[config.mk]
export PLATFORM = sky130hd
export DESIGN_NAME = addsub_arbiter
export DESIGN_NICKNAME = d
export VERILOG_FILES = /design/src/rtl/addsub_pkg.sv /design/src/rtl/addsub_arbiter_add_sub.sv /design/src/rtl/addsub_arbiter_rr_grant.sv /design/src/rtl/addsub_arbiter.sv
export SDC_FILE = /design/constraint.sdc
export NUM_CORES = 1
export LEC_CHECK = 0
export ABC_AREA = 0
export CAP_MARGIN = 20
export CORE_AREA = 2 2 91 93
export DETAILED_ROUTE_END_ITERATION = 16
export DIE_AREA = 0 0 93 95
export MAX_ROUTING_LAYER = met4
export PLACE_DENSITY = 0.85
export SLEW_MARGIN = 20
export SYNTH_ARGS = -nofsm -noshare
export SYNTH_HDL_FRONTEND = slang
export SYNTH_SLANG_ARGS = --single-unit
[constraint.sdc]
create_clock -name clk -period 8.2 [get_ports clk]
set_input_delay 1.23 -clock clk [delete_from_list [all_inputs] [get_ports clk]]
set_output_delay 1.23 -clock clk [all_outputs]
set_load 0.1 [all_outputs]
[src/rtl/addsub_pkg.sv]
// Shared definitions for the add/sub arbiter slice.
//   W_DATA        : datapath width of the shared adder/subtractor
//   OP_ADD/OP_SUB : encoding of the per-requester operation bit
//   state_e       : response-register occupancy state
//   sub_overflow  : signed overflow of A-B from the original operands
package addsub_pkg;

  localparam int W_DATA = 16;

  localparam logic OP_ADD = 1'b0;
  localparam logic OP_SUB = 1'b1;

  typedef enum logic {
    ST_EMPTY,
    ST_FULL
  } state_e;

  // A-B overflows when the operands differ in sign and the result sign
  // differs from A. Using the original B keeps this correct for B=0x8000,
  // whose two's-complement negation wraps back to 0x8000.
  function automatic logic sub_overflow(input logic [W_DATA-1:0] a,
                                        input logic [W_DATA-1:0] b,
                                        input logic [W_DATA-1:0] r);
    return (a[W_DATA-1] != b[W_DATA-1]) && (r[W_DATA-1] != a[W_DATA-1]);
  endfunction

endpackage

[src/rtl/addsub_arbiter_add_sub.sv]
// Add_Sub: shared 16-bit two's-complement adder. Subtraction is performed
// by the caller presenting an already-negated B.
//   a_i, b_i : operands
//   sum_o    : a_i + b_i modulo 2^16
//   ovf_o    : signed overflow of the addition
module Add_Sub
  import addsub_pkg::*;
(
  input  logic [W_DATA-1:0] a_i,
  input  logic [W_DATA-1:0] b_i,
  output logic [W_DATA-1:0] sum_o,
  output logic              ovf_o
);

  assign sum_o = a_i + b_i;
  assign ovf_o = (a_i[W_DATA-1] == b_i[W_DATA-1]) &&
                 (sum_o[W_DATA-1] != a_i[W_DATA-1]);

endmodule

[src/rtl/addsub_arbiter_rr_grant.sv]
// rr_grant: round-robin one-hot picker.
//   valid_i : request vector
//   ptr_i   : highest-priority index; search ascends from here with wrap
//   en_i    : when low, no grant is issued
//   grant_o : one-hot grant (all zero if disabled or nothing valid)
module rr_grant #(
  parameter int N  = 4,
  parameter int PW = (N > 1) ? $clog2(N) : 1
) (
  input  logic [N-1:0]  valid_i,
  input  logic [PW-1:0] ptr_i,
  input  logic          en_i,
  output logic [N-1:0]  grant_o
);

  logic found;
  int   idx;

  // NOTE: every variable assigned in this block gets a value before any
  // conditional, so no path leaves it holding state and no latch is inferred.
  always_comb begin
    grant_o = '0;
    found   = 1'b0;
    idx     = 0;
    for (int k = 0; k < N; k++) begin
      idx = int'(ptr_i) + k;
      if (idx >= N) idx = idx - N;
      if (en_i && !found && valid_i[idx[PW-1:0]]) begin
        grant_o[idx[PW-1:0]] = 1'b1;
        found                = 1'b1;
      end
    end
  end

endmodule

[src/rtl/addsub_arbiter.sv]
// addsub_arbiter: round-robin sequencer sharing one Add_Sub unit among
// NUM_REQ requesters, with a single-entry registered response.
//   req_valid/req_ready : per-requester handshake (req_ready one-hot)
//   req_op              : 0 = A+B, 1 = A-B
//   req_a/req_b         : packed operands, requester i at [16i+15:16i]
//   rsp_valid/rsp_ready : response handshake
//   rsp_id              : requester that owns the response
//   rsp_result          : A +/- B modulo 2^16
//   rsp_overflow        : signed overflow of the operation
module addsub_arbiter
  import addsub_pkg::*;
#(
  parameter int NUM_REQ = 4,
  parameter int W       = 16,
  localparam int ID_W   = (NUM_REQ > 1) ? $clog2(NUM_REQ) : 1
) (
  input  logic                 clk,
  input  logic                 rst_n,
  input  logic [NUM_REQ-1:0]   req_valid,
  output logic [NUM_REQ-1:0]   req_ready,
  input  logic [NUM_REQ-1:0]   req_op,
  input  logic [NUM_REQ*W-1:0] req_a,
  input  logic [NUM_REQ*W-1:0] req_b,
  output logic                 rsp_valid,
  input  logic                 rsp_ready,
  output logic [ID_W-1:0]      rsp_id,
  output logic [W-1:0]         rsp_result,
  output logic                 rsp_overflow
);

  state_e          state_q, state_d;
  logic [ID_W-1:0] rr_ptr_q, rr_ptr_d;
  logic [ID_W-1:0] rsp_id_q, rsp_id_d;
  logic [W-1:0]    rsp_result_q, rsp_result_d;
  logic            rsp_overflow_q, rsp_overflow_d;

  logic            can_accept;
  logic            accept;
  logic [ID_W-1:0] gnt_idx;
  logic [W-1:0]    a_sel, b_sel, b_eff;
  logic            op_sel;
  logic [W-1:0]    unit_sum;
  logic            unit_ovf;
  logic            ovf_sel;

  // Gating with rst_n keeps grants off for the whole reset window, not just
  // after the state register has settled.
  assign can_accept = rst_n && ((state_q == ST_EMPTY) || rsp_ready);

  rr_grant #(
    .N  (NUM_REQ),
    .PW (ID_W)
  ) u_rr_grant (
    .valid_i (req_valid),
    .ptr_i   (rr_ptr_q),
    .en_i    (can_accept),
    .grant_o (req_ready)
  );

  // Grant already implies valid, so any grant bit is an accept.
  assign accept = |req_ready;

  always_comb begin
    gnt_idx = '0;
    for (int i = 0; i < NUM_REQ; i++) begin
      if (req_ready[i]) gnt_idx = ID_W'(i);
    end
  end

  assign a_sel  = req_a[gnt_idx*W +: W];
  assign b_sel  = req_b[gnt_idx*W +: W];
  assign op_sel = req_op[gnt_idx];

  // Two's-complement negation ahead of the shared unit turns it into a
  // subtractor; this incrementer is in series with the unit's carry chain.
  assign b_eff = (op_sel == OP_SUB) ? (~b_sel + W'(1)) : b_sel;

  Add_Sub u_add_sub (
    .a_i   (a_sel),
    .b_i   (b_eff),
    .sum_o (unit_sum),
    .ovf_o (unit_ovf)
  );

  // The unit's overflow flag is wrong for sub when B=0x8000, so sub uses
  // the original operands instead.
  assign ovf_sel = (op_sel == OP_SUB) ? sub_overflow(a_sel, b_sel, unit_sum)
                                      : unit_ovf;

  always_comb begin
    state_d        = state_q;
    rr_ptr_d       = rr_ptr_q;
    rsp_id_d       = rsp_id_q;
    rsp_result_d   = rsp_result_q;
    rsp_overflow_d = rsp_overflow_q;
    if (accept) begin
      state_d        = ST_FULL;
      rsp_id_d       = gnt_idx;
      rsp_result_d   = unit_sum;
      rsp_overflow_d = ovf_sel;
      rr_ptr_d       = (gnt_idx == ID_W'(NUM_REQ - 1)) ? '0 : gnt_idx + ID_W'(1);
    end else if ((state_q == ST_FULL) && rsp_ready) begin
      state_d = ST_EMPTY;
    end
  end

  // NOTE: state registers use non-blocking assignments so every flop samples
  // pre-edge values; the response payload is reset too, so outputs read zero
  // during and right after reset rather than stale data.
  always_ff @(posedge clk or negedge rst_n) begin
    if (!rst_n) begin
      state_q        <= ST_EMPTY;
      rr_ptr_q       <= '0;
      rsp_id_q       <= '0;
      rsp_result_q   <= '0;
      rsp_overflow_q <= 1'b0;
    end else begin
      state_q        <= state_d;
      rr_ptr_q       <= rr_ptr_d;
      rsp_id_q       <= rsp_id_d;
      rsp_result_q   <= rsp_result_d;
      rsp_overflow_q <= rsp_overflow_d;
    end
  end

  assign rsp_valid    = (state_q == ST_FULL);
  assign rsp_id       = rsp_id_q;
  assign rsp_result   = rsp_result_q;
  assign rsp_overflow = rsp_overflow_q;

endmodule

; ---- Yosys cells after proc, flatten, opt, wreduce, memory -nomap -nowiden
; Cells that the tools add are included.
[totals]
reg_bits = 22
word_cells = 97
[classes]
add_sub_neg = 10
magnitude_cmp = 13
n_eq_ne = 4
shift = 2
muxes = 37
bitwise = 5
n_reduce_logical = 21
[ops]
columns = op, count
row1 = indexed part select 64 x 7 -> 16 bit, 2
row2 = adder 16 x 1 -> 16 bit (second input constant), 1
row3 = adder 16 bit, 1
row4 = 2-to-1 mux 1 bit, 16
row5 = 2-to-1 mux 16 bit, 1
row6 = 2-to-1 mux 4 bit, 4
row7 = inverter 16 bit, 1
row8 = logical AND 1 bit, 15
row9 = < comparator 2 x 3 -> 1 bit (second input constant), 5
row10 = 2-to-1 mux 2 bit, 7
row11 = bitwise OR 4 bit, 3
row12 = binary-select mux 1 bit (select 2 bit), 5
row13 = >= comparator 3 bit (second input constant), 3
row14 = demux 1 bit (select 2 bit), 4
row15 = >= comparator 2 x 1 -> 1 bit (second input constant), 4
row16 = subtractor 2 x 1 -> 2 bit (second input constant), 4
row17 = adder 2 x 2 -> 3 bit (second input constant), 2
row18 = OR reduction 4 bit, 1
row19 = adder 2 x 1 -> 3 bit (second input constant), 1
row20 = >= comparator 2 x 3 -> 1 bit (second input constant), 1
row21 = zero test 1 bit, 3
row22 = adder 2 x 1 -> 2 bit (second input constant), 1
row23 = equality test 2 bit (second input constant), 1
row24 = != test 1 bit, 2
row25 = other kinds (4), 4

; ---- Depth between registers and ports, before layout
[logic_depth]
word_depth = 29
depth_mapped = 29
depth_no_buf = 26

; ---- Modules after synthesis
; Synthesis repeated with hierarchy kept, for this count alone.
[unflattened]
cells_unflattened = 436
area_unflattened_um2 = 3468.3
[by_module_without_submodules]
columns = mod, n_inst, cells_each, area_each_um2, seq_area_each_um2
row1 = addsub_arbiter, 1, 297, 2374.8, 550.5
row2 = Add_Sub, 1, 98, 735.7, 0.0
row3 = rr_grant, 1, 41, 357.8, 0.0

; ---- Worst setup path after synthesis
; Ideal clock, no wire load.
[synth_timing]
path_type = input -> register
start = input req_valid[3]
end = register rsp_result_q[14] (netlist: rsp_result[14])
arrival_ps = 6171
required_time_ps = 8066
slack_ps = 1895
cell_stages = 26
path_buffers = 3
cell_sequence = mux4_2 nand3b_1 a21oi_2 a21oi_4 inv_2 buf_6 buf_2 buf_1 nand2_1 a21oi_1 a21oi_1 o21ai_0 ha_1 fa_1 a21o_1 a21oi_1 o21bai_1 a21oi_1 nor2b_1 o21a_1 o21a_1 o21ai_0 a211o_1 o21ai_0 xnor2_1 o21ai_0
[synth_via]
elab_chain_len = 24
[synth_rtl]
columns = element, line
row1 = from (decl), addsub_arbiter.sv:19  ; input logic [NUM_REQ-1:0] req_valid,
row2 = binary-select mux 1 bit (select 2 bit), addsub_arbiter_rr_grant.sv:28  ; if (en_i && !found && valid_i[idx[PW-1:0]]) begin
row3 = 2-to-1 mux 1 bit (not written as such), addsub_arbiter_rr_grant.sv:28
row4 = logical AND 1 bit, addsub_arbiter_rr_grant.sv:28
row5 = 2-to-1 mux 1 bit, addsub_arbiter_rr_grant.sv:28
row6 = zero test 1 bit, addsub_arbiter_rr_grant.sv:28
row7 = logical AND 1 bit (2 in series), addsub_arbiter_rr_grant.sv:28
row8 = 2-to-1 mux 1 bit, addsub_arbiter_rr_grant.sv:28
row9 = zero test 1 bit, addsub_arbiter_rr_grant.sv:28
row10 = [7 not listed], n/a
row11 = net req_ready[1], addsub_arbiter.sv:20  ; output logic [NUM_REQ-1:0] req_ready,
row12 = 2-to-1 mux 1 bit, addsub_arbiter.sv:66  ; if (req_ready[i]) gnt_idx = ID_W'(i);
row13 = 2-to-1 mux 2 bit (2 in series), addsub_arbiter.sv:66
row14 = indexed part select 64 x 7 -> 16 bit, addsub_arbiter.sv:71  ; assign b_sel = req_b[gnt_idx*W +: W];
row15 = inverter 16 bit, addsub_arbiter.sv:76  ; assign b_eff = (op_sel == OP_SUB) ? (~b_sel + W'(1)) : b_sel;
row16 = adder 16 x 1 -> 16 bit, addsub_arbiter.sv:76
row17 = 2-to-1 mux 16 bit, addsub_arbiter.sv:76
row18 = adder 16 bit, addsub_arbiter_add_sub.sv:15  ; assign sum_o = a_i + b_i;
row19 = to (signal assigned), addsub_arbiter.sv:121  ; rsp_result_q <= rsp_result_d;
row20 = to (decl), addsub_arbiter.sv:34  ; logic [W-1:0] rsp_result_q, rsp_result_d;
; The timed path passes the listed nets; every way through them passes the cells marked *. The select of a mux whose other input is x is not followed.
; A chain may end at the register's enable or synchronous reset.

; ---- Worst setup path in the final report
[layout_timing]
start = input req_valid[3]
end = register rsp_overflow_q (netlist: rsp_overflow)
[layout_via]
elab_chain_len = 27
[layout_rtl]
columns = element, line
row1 = binary-select mux 1 bit (select 2 bit), addsub_arbiter_rr_grant.sv:28
row2 = 2-to-1 mux 1 bit (not written as such), addsub_arbiter_rr_grant.sv:28
row3 = logical AND 1 bit, addsub_arbiter_rr_grant.sv:28
row4 = 2-to-1 mux 1 bit, addsub_arbiter_rr_grant.sv:28
row5 = zero test 1 bit, addsub_arbiter_rr_grant.sv:28
row6 = logical AND 1 bit (2 in series), addsub_arbiter_rr_grant.sv:28
row7 = 2-to-1 mux 1 bit, addsub_arbiter_rr_grant.sv:28
row8 = zero test 1 bit, addsub_arbiter_rr_grant.sv:28
row9 = [10 not listed], n/a
row10 = indexed part select 64 x 7 -> 16 bit, addsub_arbiter.sv:71
row11 = inverter 16 bit, addsub_arbiter.sv:76
row12 = adder 16 x 1 -> 16 bit, addsub_arbiter.sv:76
row13 = 2-to-1 mux 16 bit, addsub_arbiter.sv:76
row14 = adder 16 bit, addsub_arbiter_add_sub.sv:15
row15 = != test 1 bit, "addsub_pkg.sv:24, addsub_arbiter_add_sub.sv:17"
row16 = "logical AND 1 bit, on equally long branches", "addsub_arbiter_add_sub.sv:16, addsub_pkg.sv:24"
row17 = 2-to-1 mux 1 bit, addsub_arbiter.sv:87  ; assign ovf_sel = (op_sel == OP_SUB) ? sub_overflow(a_sel, b_sel, unit_sum)
row18 = to (signal assigned), addsub_arbiter.sv:122  ; rsp_overflow_q <= rsp_overflow_d;
row19 = to (decl), addsub_arbiter.sv:35  ; logic rsp_overflow_q, rsp_overflow_d;
; Mark *: on every way between the ends. The rest lies on a longest branch, timed or not. The select of a mux whose other input is x is not followed.

==> results.toml <==
[routing]
drc_errors = 0
drtPass1Iterations = 5
dr.first_iter.drc_count = 190
post_drt_wl_per_cell_um = 15.9
wl_met2_mm = 5.62
wl_met3_um = 877
vias = 3967
dr.max_layer_used = "met4"
ant_nets = 0
drt-total-wl_mm = 11.4
met1_length_mm = 4.64
vias_per_cell = 5.56

[die]
rows = 33
die_area_um2 = 8840
ios = 163
coreArea_um2 = 7930
fp.dieW_um = 93
start_util_pct = 40.9
fp.dieH_um = 95

[critical_path]
required_ns = 8.40
cp-start-kind = "input port"
critPathMaxFanout = 16
critPathArrivalTime_ns = 7.47
path_class = "in2reg"
crit_top_cell = "xor2_1"
crit_buf_inv = 2
crit_path_cell_trace = "clkdlybuf4s50_1 -> mux4_2 -> nand3b_1 -> a21oi_2 -> a21oi_4 -> inv_2 -> nand2_1 -> a211oi_1 -> a21oi_1 -> ha_1 -> nor2_1 -> xor2_1 -> ha_1 -> nor2b_1 -> o21a_1 -> o21ai_0 -> a31oi_1 -> a41o_1 -> o41ai_1 -> o21a_1 -> xor2_1 -> xor2_1 -> a31oi_1 -> o21ai_1"
cp_top_family = "compound AO/OA/AOI/OAI gates"
r2r-start = "rr_ptr_q[0]"
rrSetupSlack_ns = 1.31
reg2regPathDepth = 26
timing.rr.end = "rsp_overflow"
slowest_delay_ns = 0.59
cp_slowest_cell = "mux4_2"
endpoint_kind = "flip-flop"

[place]
hpwl_mm = 9.41
port_buffers = 162
gp_congestion = 0.969

[logic_synthesis]
synth_fa_ha_area_share_pct = 9.87
synth_area_per_cell_um2 = 7.06
async_flop_share_pct = 100
synthCells = 460
ys_ff_latch = 22
ys_seq_area_share_pct = 17.0
synth.distinct_cells = 52
synth_xor_xnor_area_share_pct = 8.37
synthesis.area_um2 = 3250
synth_edf_count = 0
synth_top_family_by_area = "compound AO/OA/AOI/OAI gates"
dominantRegCellSynth = "dfrtp_1"
synth-compound-area-share_pct = 33.0
yosysWarnings = 0
synth_mux_area_share_pct = 3.70
synth-simple-area-share_pct = 21.8
syn-num-nets = 624

[global_routing]
grt_pass1_wl_mm = 18.1
grt_max_degree = 36
overflow = 0
grt_antenna_before_repair = 0
first_global_vias = 3876
grt_use_total_pct = 26.0

[clock_network]
cts_hold_buf = 0
clockBufferDepth = 2
clock_sinks = 22
cts_resized = 0
cts_setup_buffers = 0
cts.clk_slew.worst_paths_ns = 0.08
htreeDepth = 1
cts_tree = "done"
clockRootBuffer = "clkbuf_8"
insertion_delay_ns = 0.27
cts_buffers = 3

[timing]
hold_viol = 0
timing.final.max_slew_violations = 0
fin_crit_sh_pct = 88.6
worstMarginPinSlew_ns = 1.01
timing.fmax_ghz = 0.138
tns_ns = 0
setup_viol = 0
slew_headroom_pct = 32.5
period_minus_slack_ns = 7.27
final.setup_skew_ns = 0.00210
grt_setup_unrepaired = "no"

[hold_path]
hp-class = "reg2reg"
min_to = "rsp_result[11]"
whs_path_depth = 2
min_from = "rsp_result[11]"

[finish]
multiInputGateArea_um2 = 2500
syn_to_final_growth_pct = 55.1
antennaDiodeCount = 0
seq_area_um2 = 551
final_layout_size_suffix_gt1_share_pct = 5.58
nFillCells = 696
nNetsFinal = 774

[run_status]
status = "completed"

[flow_run]
cap_violations = 0
## cells in the final DEF (no fill, tap or decap), types with 12 or more instances in the layout
master,n
xor2_1,17
clkdlybuf4s50_1,162
o21ai_0,40
nor2_1,28
ha_1,24
inv_1,20
a21oi_1,48
dfrtp_1,22
nand2_1,86
a211oi_1,24
nand3_1,14
xnor2_1,14
o31ai_1,12
## cells in the mapped netlist (3+ instances only)
library cell / n / area share (%)
nor3_1: 4 / 0.62
inv_1: 20 / 2.3
o31ai_1: 12 / 2.8
xor2_1: 17 / 4.6
o21ai_0: 40 / 6.2
o21ai_1: 6 / 0.93
inv_2: 3 / 0.35
a22oi_1: 3 / 0.69
a211oi_1: 24 / 5.6
nand3_1: 14 / 2.2
nor4_1: 4 / 0.77
xnor2_1: 14 / 3.8
dfrtp_1: 22 / 17
a211oi_2: 3 / 1.2
a31oi_1: 7 / 1.3
o21a_1: 4 / 0.93
buf_2: 6 / 0.93
buf_1: 3 / 0.35
a21oi_1: 48 / 7.4
a22o_1: 4 / 1.1
nor2_1: 28 / 3.2
clkbuf_1: 17 / 2.0
mux4_2: 3 / 2.1
mux2i_1: 3 / 0.93
ha_1: 24 / 9.3
nand2_1: 86 / 9.9
nor2b_1: 8 / 1.5
## routing by layer
| metal | vias up | global-route usage (%) |
|---|---|---|
| met5 | - | - |
| met4 | 0 | 5.39 |
| met3 | 29 | 4.23 |
| met2 | 184 | 47.0 |
| met1 | 1810 | 30.6 |
| li1 | 1944 | - |
## registers in the layout (all words and copies together), names as in the netlist
| register | count |
|---|---|
| rsp_valid | 1 |
| rsp_overflow | 1 |
| rsp_id | 2 |
| rr_ptr_q | 2 |
| rsp_result | 16 |
## worst reg2reg max path: stages (launching register included)
cell and delay (ns):
dfrtp_1 0.57, inv_1 0.18, ha_1 0.41, mux4_2 0.58, nor2b_4 0.16, a22oi_1 0.13
o21ai_1 0.08, buf_4 0.19, nand2_1 0.22, inv_2 0.27, a211oi_1 0.50, a21oi_1 0.12
ha_1 0.29, nor2_1 0.17, xor2_1 0.22, ha_1 0.30, nor2b_1 0.16, o21a_1 0.17
o21ai_0 0.27, a31oi_1 0.17, a41o_1 0.29, o41ai_1 0.44, o21a_1 0.26, xor2_1 0.24
xor2_1 0.18, a31oi_1 0.10, o21ai_1 0.13
## layout make-up
| type | count | area share (%) |
|---|---|---|
| Inverter | 23 | 1.71 |
| Timing Repair Buffer | 172 | 33.7 |
| Clock inverter | 1 | 0.596 |
| Tap cell | 105 | 2.61 |
| Clock buffer | 3 | 0.820 |
| Sequential cell | 22 | 10.9 |
| Multi-Input combinational cell | 388 | 49.6 |
## metrics by stage
stage | area, µm² | std cells | setup slack, ns | hold WS, ns | utilization, %
after global routing | 5030 | 714 | 0.442 | 0.523 | 63.5
final | 5030 | 714 | 0.932 | 0.486 | 63.5
after detailed placement | 4960 | 710 | 0.724 | 0.476 | 62.6
after global placement | 4960 | 710 | 1.14 | 0.464 | 62.6
after CTS | 5030 | 714 | 1.00 | 0.495 | 63.5
after floorplan | 3250 | 460 | 1.90 | 0.616 | -
## cell families after synthesis
kind of cell | count (synthesis)
xor gates and xnor gates | 31
muxes | 8
AOI/OAI and AO/OA | 167
buffers and inverters | 50
and+or+nand+nor | 157
adders and majority gates | 25
DFF | 22
## worst max-delay path by stage
stage / start / endpoint / cells past startpoint
3_3_place_gp: req_valid[3] / rsp_overflow / 25
6_report: req_valid[3] / rsp_overflow / 24
5_1_grt: req_valid[1] / rsp_overflow / 24
2_1_floorplan: req_valid[3] / rsp_result[14] / 26
4_1_cts: req_valid[2] / rsp_overflow / 24
3_5_place_dp: req_valid[3] / rsp_overflow / 24
Power is not shown: default switching activity piles up to over one toggle a cycle in this logic, so the estimate is an artifact.
==> edit 1, RTL diff (config.mk and constraints unchanged) <==
Reset style: synchronous (`rst_n`), changed in one clocked block.
--- a/src/rtl/addsub_arbiter.sv
+++ b/src/rtl/addsub_arbiter.sv
@@ -107,7 +107,7 @@
   // NOTE: state registers use non-blocking assignments so every flop samples
   // pre-edge values; the response payload is reset too, so outputs read zero
   // during and right after reset rather than stale data.
-  always_ff @(posedge clk or negedge rst_n) begin
+  always_ff @(posedge clk) begin
     if (!rst_n) begin
       state_q        <= ST_EMPTY;
       rr_ptr_q       <= '0;
Function: differs if rst_n is asserted again (counterexample within 4 cycles, from zero or initial values and one cycle with rst_n low); with rst_n held inactive, the same outputs for 10 cycles.
==> edit 1 against the original RTL <==
- via count increased by 1.9%
- wire length increased by 0.24%
- first-iteration DRC count increased by 43%
- design area increased by 1.4%
- synthesized area increased by 2.6%
- sequential cell count unchanged
- utilization increased by 0.87 points
- largest cell class unchanged
- register-to-register slack improved by 0.45 ns
- setup slack improved by 0.22 ns
- die area unchanged
==> edit 1: results (changes against the original RTL) <==
Largest cells by area after synthesis - dfxtp_1 (13%), ha_1 (9.0%), nand2_1 (8.3%)
Met2 WL - 5380 um (-4.3%)
Post-DR wirelength/cell - 15.5 um (-2.6%)
Critical R2R Launch - rr_ptr_q[0]
Inst Count DP - 731 (+3.0%)
Fill count - 713 (+2.4%)
Nets - 795 (+2.7%)
GPL Wtd Cong - 0.976 (+0.69%)
Yosys cell types - 56 (+7.7%)
Status - completed
Met3 Wirelength - 976 um (+11%)
Synth top cells by count - nand2_1 (74), a21oi_1 (46), o21ai_0 (38)
Flip-flop and latch area - 440 um^2 (-20%)
Syn Nets - 647 (+3.7%)
Critical Path Max Stage Delay - 0.57 ns (-0.02 ns)
Clock Network Area Fraction - 0.0140 (-0.000191)
Placement-stage cell area - 0.00503 mm^2 (+1.3%)
Actual slew at the worst max-slew pin - 0.987 ns (-0.0221 ns)
NonClk Buf Share - 0.329 (-0.00749)
Fraction of layout cells with a size suffix above 1 - 0.0556 (-0.000274)
Layout Cells excl Fill - 735 (+2.9%)
DP HPWL - 9100 um (-3.3%)
Nonclk buf count - 170 (-1.2%)
Final worst clock skew - 0.00941 ns (+0.00731 ns)
CP arrival - 7.26 ns (-0.21 ns)
Multi-input gate count - 409 (+5.4%)
Hold Startpoint - rsp_result[12]
Non-CTS inverters - 25 (+8.7%)
Area grow syn2layout - 53.2%
Met1 wire length - 4850 um (+4.6%)
Slowest CP cell - o31ai_1
==> edit 1: changes by cell type after synthesis, sizes merged, moves of 5 or more <==
cell and delta:
o21ai -7, nand2 -10, dfxtp +22, nor2 +9, and2 +14, mux2i +5, dfrtp -22
==> edit 1: logic make-up after synthesis <==
| kind of cell | share of synthesized area |
|---|---|
| flip-flops | 0.132 |
| adder cells (fa/ha/maj) | 0.0962 |
| AO/OA/AOI/OAI | 0.329 |
| buffers and inverters | 0.0639 |
| multiplexers | 0.0443 |
| AND/OR/NAND/NOR | 0.247 |
| XOR/XNOR | 0.0868 |
==> edit 1: through the flow <==
stage | worst slack, ns | power [mW] | util
2_1_floorplan | 2.02 | 1.83 | -
3_3_place_gp | 1.19 | 2.22 | 0.634
3_5_place_dp | 1.03 | 2.29 | 0.634
4_1_cts | 1.28 | 2.40 | 0.643
5_1_grt | 0.666 | 2.64 | 0.644
6_report | 1.15 | 2.43 | 0.644
==> edit 1: power by group <==
group | total, mW | switching [mW] | internal (mW)
Clock | 0.103 | 0.0375 | 0.0653
Combinational | 2.16 | 1.30 | 0.858
Sequential | 0.169 | 0.0238 | 0.145
Total | 2.43 | 1.36 | 1.07
==> edit 1: path summary, 6_finish.rpt <==
kind | end | slack (ns) | cells past startpoint
setup / recovery | rsp_overflow | 1.15 | 23
hold / removal | rsp_result[12] | 0.53 | 2
setup reg to reg | rsp_overflow | 1.76 | 24
hold reg to reg | rsp_result[12] | 0.53 | 2
==> edit 1: metal layers <==
| metal | GRT usage | vias to the layer above |
|---|---|---|
| li1 | - | 2018 |
| met1 | 0.313 | 1806 |
| met2 | 0.439 | 199 |
| met3 | 0.0335 | 21 |
| met4 | 0.0588 | 0 |
| met5 | - | - |
==> edit 2, RTL diff (same flow settings) <==
Without the edit above. Take the reset off `rsp_result_q` and load it in a clocked block of its own.
--- a/src/rtl/addsub_arbiter.sv
+++ b/src/rtl/addsub_arbiter.sv
@@ -112,15 +112,17 @@
       state_q        <= ST_EMPTY;
       rr_ptr_q       <= '0;
       rsp_id_q       <= '0;
-      rsp_result_q   <= '0;
       rsp_overflow_q <= 1'b0;
     end else begin
       state_q        <= state_d;
       rr_ptr_q       <= rr_ptr_d;
       rsp_id_q       <= rsp_id_d;
-      rsp_result_q   <= rsp_result_d;
       rsp_overflow_q <= rsp_overflow_d;
     end
+  end
+
+  always_ff @(posedge clk) begin
+    rsp_result_q <= rsp_result_d;
   end
 
   assign rsp_valid    = (state_q == ST_FULL);
Check against the original RTL: differs if rst_n is asserted again (counterexample within 4 cycles, from zero or initial values and one cycle with rst_n low); with rst_n held inactive, the same outputs for 10 cycles.
==> edit 2 against the original RTL <==
- final cell count is 3.1% lower
- design area up 4.1%
- maximum frequency rose by 4.9%
- sequential cell count is the same
- synthesized area is 9.9% higher
- sequential share of layout area increased by 1.1 points
- wire length decreased by 1.8%
- die area unchanged
- first-iteration DRC count is 17% lower
- setup slack improved by 0.34 ns
- clock skew down 0.0015 ns
Power is not shown: default switching activity piles up to over one toggle a cycle in this logic, so the estimate is an artifact.
==> edit 2: results (changes against the original RTL) <==
Critical R2R Launch - rr_ptr_q[0]
R2R Setup Slk - 1.85 ns (+0.54 ns)
Critical R2R Capture - rsp_overflow
Rel. slew slack - 0.325 (about the same)
Hold Path Class - reg -> reg
Largest net degree at the start of global routing - 36 (unchanged)
Number of port buffers - 162 (unchanged)
Synth Flop Type - edfxtp_1
Met1 wire length - 4750 um (+2.5%)
CTS Buffer Depth - 2 (unchanged)
Synth top cells by count - nand2_1 (77), a21oi_1 (51), o21ai_0 (30)
Vias/cell - 5.72 (+3.0%)
Dpl ws - 1.01 ns (+0.286 ns)
Worst-path fanout max - 33 (+17)
DRT Pass-1 Iters - 4 (-1)
Uppermost layer routed - met4
Async SR Flop Fraction - 0.273 (-0.727)
Syn Nets - 607 (-2.7%)
Post-CTS setup buffers - 0 (unchanged)
Nets - 752 (-2.8%)
Worst hold path depth - 2 (unchanged)
Initial antenna violation count - 0 (unchanged)
Total number of yosys warnings - 0 (unchanged)
Fraction of synthesized cell area in xor and xnor cells - 0.0761 (-0.00757)
Met3 Wirelength - 782 um (-11%)
Met2 WL - 5450 um (-3.1%)
Status - completed
N_diodes - 0 (unchanged)
Initial DRC Count - 157 (-17%)
Vias in the first global route - 3,790 (-2.2%)
Hold Slack - 0.478 ns (-0.00789 ns)
Hold Startpoint - rsp_id[1]
First-pass GRT wire length - 17,700 um (-2.0%)
Fill count - 656 (-5.7%)
Seq/Total Area, Yosys - 0.177 (+0.00710)
Largest cells by area after synthesis - edfxtp_1 (13%), ha_1 (8.4%), nand2_1 (8.1%)
Fraction of layout cells with a size suffix above 1 - 0.0954 (+0.0396)
Adder-cell share of the synthesized area - 0.0898 (-0.00893)
Number of enable flip-flop cells after synthesis - 16 (+16)
Hold EP - rsp_id[1]
Clk slew on worst S/H paths - 0.07 ns
Die Width - 93 um (unchanged)
Mux contribution to synthesized area - 0.0389 (+0.00191)
Post-synthesis compound-gate area fraction - 0.344 (+0.0132)
CTS HTree Levels - 1 (unchanged)
GPL Wtd Cong - 0.939 (-3.1%)
Clock latency on the worst-skew pair - 0.26 ns
CTS-repair resized insts - 0 (unchanged)
Yosys cell types - 74 (+42%)
R2R cell count - 24 (-7.7%)
Routed wire length - 11,200 um (-1.8%)
CTS root buffer - clkbuf_8
Gr usage total - 0.256 (-0.00406)
Cts bufs inserted - 3 (unchanged)
Max reg flops - 16 (unchanged)
DP HPWL - 9050 um (-3.8%)
Final worst clock skew - 0.000554 ns (-0.00155 ns)
## edit 2: cell type report
| cell class | instances | area share |
|---|---|---|
| inverter | 12 | 0.00860 |
| tap | 105 | 0.0251 |
| sequential | 22 | 0.120 |
| multi-input combinational | 381 | 0.519 |
| clock buffer | 4 | 0.00860 |
| timing repair buffer | 168 | 0.318 |
## edit 2: metal layers
metal,track usage,up-vias
met2,0.454,159
met4,0.0588,0
li1,-,1923
met1,0.306,1862
met5,-,-
met3,0.0431,15
## edit 2: how the worst max path moves through the flow
stage	startpoint	endpoint	slack, ns
after CTS	rst_n	rsp_result[14]	1.27
after detailed placement	rst_n	rsp_result[14]	1.01
after global routing	rst_n	rsp_overflow	0.69
final	rst_n	rsp_overflow	1.27
after global placement	rst_n	rsp_result[14]	1.24
after floorplan	req_valid[1]	rsp_result[14]	1.99
## edit 2: critical path, stage by stage
cell and delay (ns):
clkdlybuf4s50_1 0.66, and2_1 0.83, and2_1 0.35, a21oi_2 0.08, buf_4 0.22, inv_2 0.20
a211oi_2 0.06, o31ai_2 0.47, inv_1 0.09, ha_1 0.22, and3_1 0.18, a21oi_1 0.18
xor2_1 0.22, ha_1 0.30, a21oi_1 0.25, nand2_1 0.09, o221a_2 0.25, nand4_1 0.10
a31oi_1 0.12, a21o_1 0.20, a21oi_1 0.26, xor2_1 0.21, o2111ai_1 0.15, o211a_1 0.18
## edit 2: per-stage QoR
| step | cell area, um^2 | cells |
|---|---|---|
| after detailed placement | 5190 | 688 |
| final | 5240 | 692 |
| after CTS | 5240 | 692 |
| after floorplan | 3570 | 443 |
| after global routing | 5240 | 692 |
| after global placement | 5190 | 688 |
